## src/rtl/reel_motion_ctrl_if.sv

```systemverilog
// reel_motion_ctrl_if: control/status bundle between the reel sequencer and its driver
//  master drives tick/start/stop_req/dir and observes pos/level/busy/done; slave is the sequencer.
interface reel_motion_ctrl_if #(
  parameter int N_REELS = 3,
  parameter int POS_W   = 10
);
  logic                       tick;
  logic                       start;
  logic                       stop_req;
  logic                       dir;
  logic [N_REELS*POS_W-1:0]   pos;
  logic [N_REELS*2-1:0]       level;
  logic                       busy;
  logic                       done;
  modport master (output tick, start, stop_req, dir, input pos, level, busy, done);
  modport slave  (input tick, start, stop_req, dir, output pos, level, busy, done);
endinterface

```

## src/rtl/reel_motion_ctrl.sv

```systemverilog
// reel_motion_ctrl: tick-driven speed/position sequencer for N slot-machine reels with staggered stops
//  clk, rst (async, active-high); bus.slave: tick/start/stop_req/dir in, pos/level/busy/done out.
module reel_motion_ctrl #(
  parameter int N_REELS  = 3,
  parameter int POS_W    = 10,
  parameter int WRAP     = 240,
  parameter int CNT_W    = 11,
  parameter int SPD_SLOW = 1,
  parameter int SPD_MID  = 2,
  parameter int SPD_FAST = 3,
  parameter int T_MID    = 240,
  parameter int T_FAST   = 360,
  parameter int T_DECEL  = 600,
  parameter int STAGGER  = 160,
  parameter int T_STEP   = 120
) (
  input logic clk,
  input logic rst,
  reel_motion_ctrl_if.slave bus
);
  localparam logic [2:0] IDLE = 3'd0, SLOW_A = 3'd1, MID_A = 3'd2, FAST = 3'd3, MID_D = 3'd4, SLOW_D = 3'd5;
  localparam logic [POS_W:0] W = (POS_W+1)'(WRAP);
  logic [N_REELS-1:0][2:0]       phase_q, phase_d;
  logic [N_REELS-1:0][POS_W-1:0] pos_q, pos_d;
  logic [N_REELS-1:0][1:0]       level_q, level_d;
  logic [CNT_W-1:0]              cnt_q, cnt_d, n;
  logic                          busy_q, busy_d, done_q, done_d;
  function automatic logic [1:0] lvl(input logic [2:0] ph);
    return ph == IDLE ? 2'd0 : (ph == SLOW_A || ph == SLOW_D) ? 2'd1 : ph == FAST ? 2'd3 : 2'd2;
  endfunction
  // Step is computed one bit wider so the forward sum and reverse borrow are both visible.
  function automatic logic [POS_W-1:0] step_pos(input logic [POS_W-1:0] p, input logic [2:0] ph, input logic fwd);
    logic [POS_W:0] s, sum, dif;
    s   = (POS_W+1)'(lvl(ph) == 2'd1 ? SPD_SLOW : lvl(ph) == 2'd2 ? SPD_MID : lvl(ph) == 2'd3 ? SPD_FAST : 0);
    sum = {1'b0, p} + s;
    dif = {1'b0, p} - s;
    return fwd ? (sum >= W ? POS_W'(sum - W) : sum[POS_W-1:0])
               : ({1'b0, p} < s ? POS_W'(dif + W) : dif[POS_W-1:0]);
  endfunction
  function automatic logic [CNT_W-1:0] t_dec(input int i, input int k);
    return CNT_W'(T_DECEL + i*STAGGER + k*T_STEP);
  endfunction
  always_comb begin
    n       = cnt_q + 1'b1;
    cnt_d   = cnt_q;
    phase_d = phase_q;
    pos_d   = pos_q;
    if (bus.start && !busy_q) begin
      cnt_d = '0;
      for (int i = 0; i < N_REELS; i++) phase_d[i] = SLOW_A;
    end else if (busy_q) begin
      if (bus.tick) begin
        cnt_d = n;
        for (int i = 0; i < N_REELS; i++) begin
          pos_d[i]   = step_pos(pos_q[i], phase_q[i], bus.dir);
          phase_d[i] = (n == CNT_W'(T_MID)  && phase_q[i] == SLOW_A) ? MID_A  :
                       (n == CNT_W'(T_FAST) && phase_q[i] == MID_A)  ? FAST   :
                       (n == t_dec(i, 0)    && phase_q[i] == FAST)   ? MID_D  :
                       (n == t_dec(i, 1)    && phase_q[i] == MID_D)  ? SLOW_D :
                       (n == t_dec(i, 2)    && phase_q[i] == SLOW_D) ? IDLE   : phase_q[i];
        end
      end
      // Early stop jumps the schedule to reel 0's decel point; pos above still moved on the old level.
      if (bus.stop_req && cnt_q < CNT_W'(T_DECEL)) begin
        cnt_d = CNT_W'(T_DECEL);
        for (int i = 0; i < N_REELS; i++) phase_d[i] = i == 0 ? MID_D : FAST;
      end
    end
    busy_d = 1'b0;
    for (int i = 0; i < N_REELS; i++) begin
      level_d[i] = lvl(phase_d[i]);
      busy_d     = busy_d | (phase_d[i] != IDLE);
    end
    done_d = busy_q && !busy_d;
  end
  always_ff @(posedge clk or posedge rst)
    if (rst) begin
      phase_q <= '0;
      pos_q   <= '0;
      level_q <= '0;
      cnt_q   <= '0;
      busy_q  <= 1'b0;
      done_q  <= 1'b0;
    end else begin
      phase_q <= phase_d;
      pos_q   <= pos_d;
      level_q <= level_d;
      cnt_q   <= cnt_d;
      busy_q  <= busy_d;
      done_q  <= done_d;
    end
  assign bus.pos   = pos_q;
  assign bus.level = level_q;
  assign bus.busy  = busy_q;
  assign bus.done  = done_q;
endmodule

```

## src/flat_wrapper.sv

```systemverilog
// flat-port wrapper written by rule: the top's interface ports become plain ports
module reel_motion_ctrl_flat 
#(
  parameter int N_REELS  = 3,
  parameter int POS_W    = 10,
  parameter int WRAP     = 240,
  parameter int CNT_W    = 11,
  parameter int SPD_SLOW = 1,
  parameter int SPD_MID  = 2,
  parameter int SPD_FAST = 3,
  parameter int T_MID    = 240,
  parameter int T_FAST   = 360,
  parameter int T_DECEL  = 600,
  parameter int STAGGER  = 160,
  parameter int T_STEP   = 120
)
  (clk, rst, bus_tick, bus_start, bus_stop_req, bus_dir, bus_pos, bus_level, bus_busy, bus_done);
  reel_motion_ctrl_if #(.N_REELS(N_REELS), .POS_W(POS_W)) bus_i ();
  input logic clk;
  input logic rst;
  input wire logic [$bits(bus_i.tick)-1:0] bus_tick;
  input wire logic [$bits(bus_i.start)-1:0] bus_start;
  input wire logic [$bits(bus_i.stop_req)-1:0] bus_stop_req;
  input wire logic [$bits(bus_i.dir)-1:0] bus_dir;
  output wire logic [$bits(bus_i.pos)-1:0] bus_pos;
  output wire logic [$bits(bus_i.level)-1:0] bus_level;
  output wire logic [$bits(bus_i.busy)-1:0] bus_busy;
  output wire logic [$bits(bus_i.done)-1:0] bus_done;
  assign bus_i.tick = bus_tick;
  assign bus_i.start = bus_start;
  assign bus_i.stop_req = bus_stop_req;
  assign bus_i.dir = bus_dir;
  assign bus_pos = bus_i.pos;
  assign bus_level = bus_i.level;
  assign bus_busy = bus_i.busy;
  assign bus_done = bus_i.done;
  reel_motion_ctrl #(.N_REELS(N_REELS), .POS_W(POS_W), .WRAP(WRAP), .CNT_W(CNT_W), .SPD_SLOW(SPD_SLOW), .SPD_MID(SPD_MID), .SPD_FAST(SPD_FAST), .T_MID(T_MID), .T_FAST(T_FAST), .T_DECEL(T_DECEL), .STAGGER(STAGGER), .T_STEP(T_STEP)) u_core (.clk(clk), .rst(rst), .bus(bus_i));
endmodule
```

## config.mk

```make
export PLATFORM = sky130hd
export DESIGN_NAME = reel_motion_ctrl_flat
export DESIGN_NICKNAME = d
export VERILOG_FILES = /design/src/rtl/reel_motion_ctrl_if.sv /design/src/rtl/reel_motion_ctrl.sv /design/src/flat_wrapper.sv
export SDC_FILE = /design/constraint.sdc
export NUM_CORES = 1
export LEC_CHECK = 0
export ABC_AREA = 1
export CAP_MARGIN = 20
export CORE_UTILIZATION = 49
export CTS_CLUSTER_SIZE = 40
export DETAILED_ROUTE_END_ITERATION = 10
export GPL_TIMING_DRIVEN = 1
export PLACE_DENSITY = 0.7
export SETUP_SLACK_MARGIN = 0.4
export SYNTH_ARGS = -nofsm -noshare
export SYNTH_HDL_FRONTEND = slang
export SYNTH_SLANG_ARGS = --single-unit
```

## constraint.sdc

```tcl
create_clock -name clk -period 2.8 [get_ports clk]
set_input_delay 0.28 -clock clk [delete_from_list [all_inputs] [get_ports clk]]
set_output_delay 0.28 -clock clk [all_outputs]
set_load 0.05 [all_outputs]
```

==> results.ini <==
[synth]
postSynthCellCount=813
synth_area_per_cell_um2=6.57
synth.area.top_cells=dfrtp_1 27%, nand2_1 15%, inv_1 6.9%, nor2_1 6.0%, nand3_1 5.5%
syn_area_mm2=0.00534
synthTopCellsByCount=209 x nand2_1, 98 x inv_1, 86 x nor2_1
yosys_warnings=0
yosysTopAreaCell=dfrtp_1
synth_top_area_share_pct=27.2
synth.distinct_cells=46
syn_nets=845
yosysSeqAreaShare_pct=27.2
synth_seq_cells=58
yosysMostFrequentCell=nand2_1
synth-async-reset-ratio_pct=100
ys.flop_type=dfrtp_1
synth_edf_count=0

[worst_setup_path]
reg2reg_to=u_core.bus.pos[16]$_DFFE_PP0P_
start_kind=flip-flop
crit_top_cell=inv_2
path_class=flip-flop to flip-flop
critical_path.cell_chain=inv_2 > nor3_4 > inv_2 > nand2_4 > ha_4 > inv_2 > fa_2 > nor3_4 > nand4_1 > o21ai_2 > buf_4 > nand4_1 > nand3_4 > nand2_1 > o21ai_1 > nand2_1 > a21oi_2
crit_path_top_delay_cell=dfrtp_1
cp_max_fo=8
endpoint_kind=flip-flop
cp_slowest_stage_delay_ps=370
r2r_slack_ps=-100
r2r_cells=17
crit_arrival_ps=3180
r2r_start=u_core.phase_q[3]$_DFF_PP0_
critical_path_required_ps=3080

[placement]
numPortBuffers=43
dpl.cell_count=1012
placed_area_mm2=0.00627
gp_congestion=0.949
dpl.hpwl_mm=11.0

[detailed_routing]
route.detailed.drc=0
wl_per_cell_um=16.0
dr.pass1.iters=8
drtIter0Drc=402
wl_mm=17.4
vias=6201
ant_nets=0
vias_per_cell=5.69

[run]
drv_cap=0

[clock_network]
clk_pin_slew_ps=80
cts_root_buf=clkbuf_8
insertion_delay_ps=360
cts_buffers=9
cts_buffer_depth=2
cts_tree=done
cts-hold-fix-buffers=0
cts_max_level=3
cts.sinks=58

[grt]
busiest_layer=met2
grtUsageMet2_pct=50.6
grtUsageMet1_pct=35.4
grt_max_degree=37
antenna_found_initial=0
track_usage_pct=29.0
overflow=0
grt_pass1_vias=5812
use_met3_pct=5.21
grt_first_pass_wirelength_mm=26.5

[die]
die_h_um=106
fp.coreArea_mm2=0.0105
io-pin-count=44
core.rowCount=37
fp.dieArea_mm2=0.0113
fp.dieW_um=106
start_util_pct=51.1

[status]
status=complete, but fails checks
failed_checks=setup timing

[sta]
tightest_slew_ps=600
max_slew_margin_pct=60.0
max_freq_ghz=0.344
period_share_pct=104
finalWorstSetupSlack_ps=-103
finalHoldViolCount=0
fin_crit_ps=2900
fin_worst_skew_ps=16.2
setup_viol=11
rsz0062_at_grt=yes
finalMaxSlewViolations=0

[cells_and_area]
area_delta_synth_final_pct=44.0
design_area_mm2=0.00769
num_antenna_cells=0
fin_util_pct=73.5
drive_gt1_share_pct=34.9
fin_nets=980
stdcell_count=1089
num-fill-cells=809

[power_and_ir_drop]
pwr-share-seq_pct=19.9
power.leakage_nw=3.46
power_switching_mw=4.16
power_frac_comb_pct=68.1
internal_power_mw=3.90
pwr-share-clk_pct=12.0
switching_share_pct=51.6
power_density_mw_per_mm2=1050
ir_drop_v=0.000751

[min_path]
hold_path_class=input port to async pin

==> worst max path at each step <==
stage               cells past startpoint                              to  slack [ps]                        start
global placement                       19  u_core.bus.pos[17]$_DFFE_PP0P_          20  u_core.phase_q[5]$_DFF_PP0_
CTS                                    20  u_core.bus.pos[16]$_DFFE_PP0P_          50  u_core.phase_q[4]$_DFF_PP0_
floorplan                              20  u_core.bus.pos[17]$_DFFE_PP0P_          40  u_core.phase_q[5]$_DFF_PP0_
detailed placement                     20  u_core.bus.pos[17]$_DFFE_PP0P_        -100  u_core.phase_q[4]$_DFF_PP0_
global route                           20  u_core.bus.pos[16]$_DFFE_PP0P_        -270  u_core.phase_q[4]$_DFF_PP0_
finish                                 17  u_core.bus.pos[16]$_DFFE_PP0P_        -100  u_core.phase_q[3]$_DFF_PP0_
==> repair_timing <==
| action | in CTS | in global routing |
|---|---|---|
| pin swaps | 42 | 62 |
| resized for setup | 82 | 117 |
| endpoints found under the setup margin | 24 | 30 |
| buffers inserted | 30 | 31 |
==> kinds of logic after synthesis <==
kind of cell               after synthesis  synth area share [%]
and+or+nand+nor                        430                  36.6
AOI/OAI and AO/OA                      134                  14.2
buffers and inverters                  131                  9.41
DFF                                     58                  27.2
xor gates and xnor gates                34                  5.71
adders and majority gates               26                  6.93
==> cell type report <==
type	instances	area [um^2]	share of cell area [%]
clock buffer	9	124	1.61
clock inverter	7	118	1.53
inverter	107	414	5.38
multi-input combinational	624	4150	54.0
sequential	58	1470	19.1
tap	136	170	2.21
timing repair buffer	148	1240	16.2
==> state kept, by name (all words and copies together) (netlist names) <==
name / cells
u_core.bus.busy: 1
u_core.bus.done: 1
u_core.bus.level: 6
u_core.bus.pos: 30
u_core.cnt_q: 11
u_core.phase_q: 9
==> critical path: cells and delay by family, from the launching register on <==
family,cells,cell delay (ps)
adder cells (fa/ha/maj),2,480
flip-flops,1,370
AO/OA/AOI/OAI,3,410
buffers and inverters,4,310
AND/OR/NAND/NOR,8,1260
==> power groups by stage <==
stage / clock network (mW) / registers, mW / logic, mW
2_1_floorplan: 0 / 2.10 / 2.42
4_1_cts: 0.972 / 1.56 / 4.72
3_3_place_gp: 0 / 1.54 / 4.14
5_1_grt: 1.00 / 1.64 / 5.93
6_report: 0.965 / 1.61 / 5.49
3_5_place_dp: 0 / 1.55 / 4.22
==> layout by cell type, fill, tap and decap left out, types with 36 or more instances in the layout <==
cell type / n
nand2_2: 44
nor2_1: 63
a21oi_1: 36
clkdlybuf4s50_1: 43
inv_1: 75
dfrtp_1: 46
nand2_1: 166
buf_4: 98
nand3_1: 45
o21ai_0: 36
==> through the flow <==
| stage | power (mW) | hold WS (ps) | TNS (ps) | setup WS (ps) |
|---|---|---|---|---|
| after CTS | 7.25 | 289 | 0 | 51.9 |
| after global placement | 5.68 | 515 | 0 | 19.4 |
| after floorplan | 4.52 | 483 | 0 | 44.2 |
| after global routing | 8.58 | 298 | -2370 | -272 |
| final | 8.06 | 277 | -699 | -103 |
| after detailed placement | 5.77 | 529 | -490 | -102 |
==> routing by layer <==
| layer | vias up | part of all wire (%) |
|---|---|---|
| met5 | - | 0 |
| li1 | 2918 | - |
| met2 | 280 | 50 |
| met3 | 61 | 6.2 |
| met4 | 0 | 3.1 |
| met1 | 2942 | 41 |
(Power assumes the default switching activity.)
